--- config.mk ---
export PLATFORM = sky130hd
export DESIGN_NAME = aes_key_expand_seq
export DESIGN_NICKNAME = d
export VERILOG_FILES = /design/src/rtl/aes_key_expand_seq.sv
export SDC_FILE = /design/constraint.sdc
export NUM_CORES = 2
export LEC_CHECK = 0
export BUFFER_PORTS_ARGS = -buffer_cell sky130_fd_sc_hd__buf_2
export CORE_AREA = 3 3 681 345
export DETAILED_ROUTE_END_ITERATION = 10
export DIE_AREA = 0 0 684 348
export PLACE_DENSITY_LB_ADDON = 0.12
export SLEW_MARGIN = 20
export SYNTH_ARGS = -nofsm -noshare
export SYNTH_HDL_FRONTEND = slang
export SYNTH_SLANG_ARGS = --single-unit
--- constraint.sdc ---
create_clock -name clk -period 18.54 [get_ports clk]
set_clock_uncertainty 0.05 [all_clocks]
set_input_delay 0 -clock clk [delete_from_list [all_inputs] [get_ports clk]]
set_output_delay 0 -clock clk [all_outputs]
set_load 0.02 [all_outputs]
--- src/rtl/aes_key_expand_seq.sv ---
// Iterative AES-128 key expansion: captures a cipher key on start, derives round keys
// 1..10 one per clock, and serves all 11 round keys through a combinational read port.
`timescale 1ns/1ps

module aes_key_expand_seq (
  input  logic         clk,
  input  logic         rst,
  input  logic         start,
  input  logic [0:127] key,
  output logic         busy,
  output logic         keys_valid,
  output logic         done,
  input  logic [3:0]   rd_idx,
  output logic [0:127] rd_key
);

  typedef enum logic [1:0] {
    S_IDLE   = 2'd0,
    S_EXPAND = 2'd1,
    S_DONE   = 2'd2
  } state_t;

  // Forward S-box, entry 0 at the left; byte b lives at bits [8*b +: 8].
  localparam logic [0:2047] SBOX_TABLE = {
    128'h637c777bf26b6fc53001672bfed7ab76,
    128'hca82c97dfa5947f0add4a2af9ca472c0,
    128'hb7fd9326363ff7cc34a5e5f171d83115,
    128'h04c723c31896059a071280e2eb27b275,
    128'h09832c1a1b6e5aa0523bd6b329e32f84,
    128'h53d100ed20fcb15b6acbbe394a4c58cf,
    128'hd0efaafb434d338545f9027f503c9fa8,
    128'h51a3408f929d38f5bcb6da2110fff3d2,
    128'hcd0c13ec5f974417c4a77e3d645d1973,
    128'h60814fdc222a908846eeb814de5e0bdb,
    128'he0323a0a4906245cc2d3ac629195e479,
    128'he7c8376d8dd54ea96c56f4ea657aae08,
    128'hba78252e1ca6b4c6e8dd741f4bbd8b8a,
    128'h703eb5664803f60e613557b986c11d9e,
    128'he1f8981169d98e949b1e87e9ce5528df,
    128'h8ca1890dbfe6426841992d0fb054bb16
  };

  function automatic logic [7:0] sub_byte(input logic [7:0] b);
    return SBOX_TABLE[{b, 3'b000} +: 8];
  endfunction

  function automatic logic [0:31] sub_word(input logic [0:31] w);
    return {sub_byte(w[0:7]), sub_byte(w[8:15]), sub_byte(w[16:23]), sub_byte(w[24:31])};
  endfunction

  function automatic logic [7:0] rcon(input logic [3:0] r);
    case (r)
      4'd1:    return 8'h01;
      4'd2:    return 8'h02;
      4'd3:    return 8'h04;
      4'd4:    return 8'h08;
      4'd5:    return 8'h10;
      4'd6:    return 8'h20;
      4'd7:    return 8'h40;
      4'd8:    return 8'h80;
      4'd9:    return 8'h1b;
      4'd10:   return 8'h36;
      default: return 8'h00;
    endcase
  endfunction

  state_t       state_r;
  logic [3:0]   cnt_r;
  logic [0:127] rk_r [0:10];

  logic [0:127] prev_key_s;
  logic [0:31]  rot_s;
  logic [0:31]  temp_s;
  logic [0:31]  n0_s, n1_s, n2_s, n3_s;
  logic [0:127] next_key_s;

  // Round function applied to the previously stored key rk[cnt-1].
  always_comb begin
    prev_key_s = 128'h0;
    if ((cnt_r >= 4'd1) && (cnt_r <= 4'd10)) begin
      prev_key_s = rk_r[cnt_r - 4'd1];
    end else begin
      prev_key_s = 128'h0;
    end
    rot_s      = {prev_key_s[104:127], prev_key_s[96:103]};
    temp_s     = sub_word(rot_s) ^ {rcon(cnt_r), 24'h000000};
    n0_s       = prev_key_s[0:31]   ^ temp_s;
    n1_s       = prev_key_s[32:63]  ^ n0_s;
    n2_s       = prev_key_s[64:95]  ^ n1_s;
    n3_s       = prev_key_s[96:127] ^ n2_s;
    next_key_s = {n0_s, n1_s, n2_s, n3_s};
  end

  // Control FSM, round counter, registered status flags and round-key storage.
  always_ff @(posedge clk) begin
    if (rst) begin
      state_r    <= S_IDLE;
      cnt_r      <= 4'd0;
      busy       <= 1'b0;
      keys_valid <= 1'b0;
      done       <= 1'b0;
      for (int i = 0; i < 11; i++) begin
        rk_r[i] <= 128'h0;
      end
    end else begin
      done <= 1'b0;
      case (state_r)
        S_IDLE, S_DONE: begin
          if (start) begin
            rk_r[0]    <= key;
            cnt_r      <= 4'd1;
            state_r    <= S_EXPAND;
            busy       <= 1'b1;
            keys_valid <= 1'b0;
          end
        end
        S_EXPAND: begin
          // start is deliberately ignored here: no recapture, counter untouched.
          rk_r[cnt_r] <= next_key_s;
          if (cnt_r == 4'd10) begin
            cnt_r      <= 4'd0;
            state_r    <= S_DONE;
            busy       <= 1'b0;
            keys_valid <= 1'b1;
            done       <= 1'b1;
          end else begin
            cnt_r <= cnt_r + 4'd1;
          end
        end
        default: begin
          state_r    <= S_IDLE;
          cnt_r      <= 4'd0;
          busy       <= 1'b0;
          keys_valid <= 1'b0;
        end
      endcase
    end
  end

  // Indexed read of stored round keys; out-of-range indices read as zero.
  always_comb begin
    rd_key = 128'h0;
    if (rd_idx <= 4'd10) begin
      rd_key = rk_r[rd_idx];
    end else begin
      rd_key = 128'h0;
    end
  end

endmodule

# After elaboration in Yosys (flattened, before gate mapping)
# Memories as Yosys holds them, arrays and structs flattened. A register that Yosys moved wholly into a read port is not among the register bits.
# Cells that the tools add are included.
[totals]
regBits = 9
ram_bits = 1408
rom_bits = 128
output_inout_bits = 131
word_cells = 68
mem_count = 2
[op_classes]
addsub = 2
n_lt_le_gt_ge = 3
eq_ne = 5
n_shift = 4
muxes = 30
n_bitwise = 11
reduce_logical = 6
[memory_table]
columns = ["memory", "words", "width", "rd", "rd_clocked_by_memory_dff", "wr", "line", "text"]
rows = [
  ["rk_r", 11, 128, 2, 0, 11, "69", "logic [0:127] rk_r [0:10];"],
  ["(name not given)", 16, 8, 1, 1, 0, "52", "case (r)"],
]
[op_table]
columns = ["cell", "n"]
rows = [
  ["variable part select 2048 x 12 -> 2049 bit (first input constant)", 4],
  ["2-to-1 mux 128 bit", 4],
  ["bitwise XOR 32 bit", 5],
  ["OR reduction 128 bit", 1],
  ["NOT 11 -> 12 bit", 4],
  ["2-to-1 mux 4 bit", 5],
  ["2-to-1 mux 1 bit", 15],
  ["<= comparator 4 bit (second input constant)", 2],
  ["one-hot mux 4 bit (2 select lines)", 1],
  ["adder 4 x 1 -> 4 bit (second input constant)", 1],
  ["equality test 4 bit (second input constant)", 1],
  [">= comparator 4 x 1 -> 1 bit (second input constant)", 1],
  ["2-to-1 mux 2 bit", 2],
  ["inequality test 2 bit (second input constant)", 2],
  ["one-hot mux 1 bit (2 select lines)", 2],
  ["one-hot mux 2 bit (2 select lines)", 1],
  ["OR reduction 2 bit", 2],
  ["subtractor 4 x 1 -> 4 bit (second input constant)", 1],
  ["equality test 2 x 1 -> 1 bit (second input constant)", 1],
  ["equality test 2 bit (second input constant)", 1],
  ["zero test 2 bit", 1],
  ["AND reduction 2 bit", 1],
  ["logical AND 1 bit", 1],
  ["NOT 1 bit", 1],
  ["OR 1 bit", 1],
]

# Depth between registers and ports, before layout
[logic_depth]
depth_word = 11
depth_mapped = 40

# Worst setup path before layout
# Ideal clock, no wire load.
[synth_path]
kind = "reg2reg"
from = "register cnt_r[0]"
to = "memory rk_r[9][0] (netlist name), enable pin"
setup_ns = 0.805
arrival_ns = 12.422
slack_ns = 5.263
path_stages_with_launch = 18
period_less_slack_ns = 13.277
cell_sequence = "dfxtp_1 > buf_6 > buf_12 > buf_8 > buf_6 > buf_8 > buf_8 > buf_8 > buf_6 > buf_4 > buf_4 > buf_4 > buf_4 > buf_2 > inv_1 > nor3_1 > nor2_1 > a211oi_1"
[synth_lines]
columns = ["element", "line", "text"]
rows = [
  ["start, declared", "68", "logic [3:0] cnt_r;"],
  ["start signal, assigned", "127", "cnt_r <= cnt_r + 4'd1;"],
  ["end, declared", "69", ""],
]

==> run summary <==
When the netlist entered floorplanning its net count stood at 9303. Synthesis instantiated 127 different standard cells from the library. The floorplan step set the die height to 348 um. The cell family contributing the most delay on the critical path is buffers and inverters. The synthesized instance count is 9111, and the final worst slack is 8.03 ns.

Via count: 91275. The most used flip-flop cell after synthesis is edfxtp_1. The number of stages on the worst hold path was 4. The flow ran to the end, and the final reports show no timing, DRC or antenna violations. The synthesized area per cell was 12.6 um^2; the per-cell via count in the routed design was 7.37.

The tools report the register-to-register setup slack as 8.03 ns. Leftover overflow at the end of global routing: 0. The tools report the wire length of the first global-routing pass as 691 mm. The number of global-route vias before repair is 85715, and the power per cell area is 128 nW/um^2.

The I/O pin total was 266. The routed length per instance is 40.4 um. In this run the static leakage power is 42.9 nW.

The relative max-transition margin is 11.6%, and the total number of nets in the final design is 9325. The die is 684 um wide. The root buffer cell is clkbuf_16. Counting stages on the worst path, the most repeated cell is buf_4. In the finished design, the share of the clock period the worst path needs comes to 56.7%.

Along the worst path, the maximum fanout reaches 47. Adding up every negative setup slack in the final design gives 0 ns. The cell area that synthesis handed to floorplanning was 115000 um^2. Clock-pin slew was measured on the worst setup and hold paths at 0.07 ns.

The capture instance of the worst register-to-register path was rk_r[14][66]. Relative to the synthesized area, the layout overhead comes to 10.3%. Total power for the finished layout comes to 0.0162 W. The floorplan has 124 rows. The number of DRC markers in iteration 0 was 16989. The clock passes through at most 4 buffers.

For this design, the slowest cell found on the critical path is ha_4. The final number of max-transition violations came out at 0. Startpoint of the worst register-to-register path: cnt_r[0]. In the synthesized netlist the async set-or-reset flop fraction comes to 0%. Port buffer count: 265. Excluding fillers, the count of instances in the completed layout stands at 12392.

The iteration count of the initial detailed-routing pass came out at 8. The required time at the endpoint of the critical path is 19.08 ns, and the latest clock arrival within the worst-skew pair is 0.91 ns. The path type of the worst setup path was register to register.

The effective utilization at floorplan came out at 50.1%. The final-report setup violation count is 0, and the number of buffers and inverters on the critical path is 8. The die footprint was 238000 um^2; the timing-limited maximum frequency was 95.1 MHz.

At the pin with the least slew margin, the transition time is 1.32 ns. The tools report the arrival time at the worst endpoint as 11.05 ns. The reported max-cap violation count came out at 0. The signal on the critical path passes through inv_1 -> ha_4 -> buf_4 -> buf_4 -> buf_4 -> mux4_2 -> mux2i_1 -> nor4_4 -> buf_4 -> nor2_4 -> buf_4 -> inv_2 -> nor2_1 -> o221ai_1 -> nand3_1 -> o21ai_0 -> a311oi_1 -> xor2_1 -> xor2_1 -> a22oi_1 -> inv_1. The total count of hold-check failures in the final report was 0; the number of sinks on the clock net was 2064. The logs give 0 for the count of synthesis-stage warnings from yosys and 0 for the final routed DRC violation total.

The number of enable-type register cells in the synthesized netlist was 1920; the remaining antenna violation count after routing was 0. The area fraction of the dominant cell type after synthesis is 50.3%. By area the synthesized netlist is led by edfxtp_1 50%, mux4_2 17%, nor2_1 4.5%. Setup repair after global routing left no endpoint under its margin. Cells with a size suffix above 1 make up 21.1% of the layout.

The tools report the largest voltage drop on the vdd net as 0.0932 mV. The nature of the critical path endpoint is a register. In the global route stage, overall resource usage came out at 41.2%.

The congestion estimate from routability-driven global placement came to 1.06. The HPWL after detailed placement is 298 mm. The tools report the sort of element at the start of the critical path as a register.

Counting I/O delays and the setup requirement, the final critical path takes 10.51 ns. After synthesis the netlist holds a flip-flop and latch count of 2064. Prior to clock tree synthesis, the placed netlist has a worst setup slack of 8.32 ns. The delay of the slowest critical-path stage is 0.89 ns, and the maximum level of the CTS H-tree is 4.

The run gives 229000 um^2 as the core area. The worst hold path terminates at rk_r[0][10]. The run gives 198 as the total CTS buffers. Class of the tightest hold or removal check: primary input to register. The number of cells on the worst reg-to-reg path is 21. In this run the most critical hold path is launched from key[117]. Sequential cells were found to cover 52.8% of the synthesized design area. The largest net degree at the start of global routing is 102, and the instance count after placement with tap cells included is 11888. TritonCTS built the clock tree.

The number of antenna violations at the first check in global routing came out at 26. The library cell occupying the most area in the post-synthesis netlist was edfxtp_1. The tools report the total wirelength of the detailed-routed design as 501 mm.
-- through the flow --
| stage | area (um^2) | hold WS (ns) | util [%] |
|---|---|---|---|
| final | 126000 | 0.0565 | 55.3 |
| after global routing | 126000 | 0.0435 | 55.3 |
| after CTS | 126000 | 0.00592 | 55.3 |
| after detailed placement | 119000 | 0.268 | 51.9 |
| after global placement | 119000 | 0.279 | 51.9 |
| after floorplan | 115000 | 0.135 | - |
-- registers in the layout, indices dropped and copies added (netlist names), named ones only --
signal	flops
state_r	1
done	1
busy	1
cnt_r	4
rk_r	2048
keys_valid	1
-- worst register-to-register path: cells and delay by family (launching register included) --
| family | cells | cell delay [ns] |
|---|---|---|
| buffers and inverters | 8 | 3.42 |
| AOI/OAI and AO/OA | 4 | 1.87 |
| and+or+nand+nor | 4 | 1.18 |
| xor gates and xnor gates | 2 | 1.04 |
| muxes | 2 | 0.98 |
| adders and majority gates | 1 | 0.89 |
| DFF | 1 | 0.84 |
-- cell usage after synthesis (57+ instances only) --
| cell | instances |
|---|---|
| buf_4 | 87 |
| mux4_2 | 852 |
| nor3_1 | 128 |
| nand3_1 | 257 |
| edfxtp_1 | 1920 |
| a211oi_1 | 94 |
| buf_1 | 70 |
| nor2_1 | 1371 |
| o21ai_0 | 578 |
| ha_1 | 57 |
| mux2i_1 | 219 |
| dfxtp_1 | 144 |
| buf_2 | 240 |
| inv_1 | 152 |
| a21oi_1 | 344 |
| xnor2_1 | 108 |
| a311oi_1 | 62 |
| a31oi_1 | 61 |
| o211ai_1 | 216 |
| nand2_1 | 703 |
| clkbuf_1 | 434 |
-- timing repair --
action	in CTS	in global routing
hold buffers	130	0
setup buffers	0	0
resized for setup	0	0
endpoints found under the hold margin	1732	0
-- metal layers --
metal	global-route usage [%]	part of all wire, %	wire length (um)	vias to the layer above
met2	57.7	41	206000	7871
met4	16.5	4.9	24400	24
met3	16.1	17	83500	1309
met5	0	0.033	164	-
li1	-	-	-	35399
met1	57.7	37	187000	46672
-- cell families (layout without fill, tap and decap cells) --
| logic type | Yosys count | after routing | synth area share [%] |
|---|---|---|---|
| DFF | 2064 | 2064 | 52.8 |
| AOI/OAI and AO/OA | 1958 | 1958 | 11.6 |
| buffers and inverters | 1025 | 1207 | 4.18 |
| other | 0 | 12 | 0 |
| muxes | 1109 | 1109 | 19.1 |
| adders and majority gates | 57 | 57 | 0.622 |
| and+or+nand+nor | 2706 | 2706 | 10.0 |
| xor gates and xnor gates | 192 | 192 | 1.73 |
-- worst max-delay path by stage --
stage / start / endpoint / cells past startpoint / slack [ns]
3_5_place_dp: cnt_r[0] / rk_r[13][66] / 21 / 8.32
6_report: cnt_r[0] / rk_r[14][66] / 21 / 8.03
3_3_place_gp: cnt_r[0] / rk_r[12][66] / 21 / 8.43
5_1_grt: cnt_r[0] / rk_r[13][66] / 21 / 7.52
4_1_cts: cnt_r[0] / rk_r[14][66] / 21 / 8.32
2_1_floorplan: cnt_r[0] / rk_r[9][0] / 17 / 5.26
-- report_power, final --
group | switching, W | total (W) | leakage [nW] | internal, W
registers | 0.0000934 | 0.00547 | 20.3 | 0.00537
clock network | 0.00186 | 0.00418 | 3.14 | 0.00231
logic | 0.00469 | 0.00655 | 19.5 | 0.00185
total | 0.00665 | 0.0162 | 42.9 | 0.00954
-- layout by cell type (no fill, tap or decap), drive strengths merged, types with 67 or more instances in the layout --
| cell | synthesis | layout |
|---|---|---|
| edfxtp | 1920 | 1920 |
| nor2 | 1379 | 1379 |
| mux4 | 852 | 852 |
| nand2 | 708 | 708 |
| o21ai | 623 | 623 |
| buf | 433 | 558 |
| a21oi | 358 | 358 |
| clkbuf | 434 | 268 |
| nand3 | 259 | 259 |
| mux2i | 224 | 224 |
| o211ai | 217 | 217 |
| inv | 156 | 162 |
| dfxtp | 144 | 144 |
| dlygate4sd3 | 0 | 130 |
| nor3 | 129 | 129 |
| xnor2 | 127 | 127 |
| a211oi | 99 | 99 |
| a22oi | 67 | 67 |
-- final cells by class --
cell class | instances | area [um^2]
Antenna cell | 12 | 30.0
Clock buffer | 267 | 5530
Clock inverter | 93 | 893
Fill cell | 19022 | 102000
Inverter | 158 | 598
Multi-Input combinational cell | 6022 | 49700
Sequential cell | 2064 | 60500
Tap cell | 3087 | 3860
Timing Repair Buffer | 689 | 5220
(Power assumes the default switching activity.)
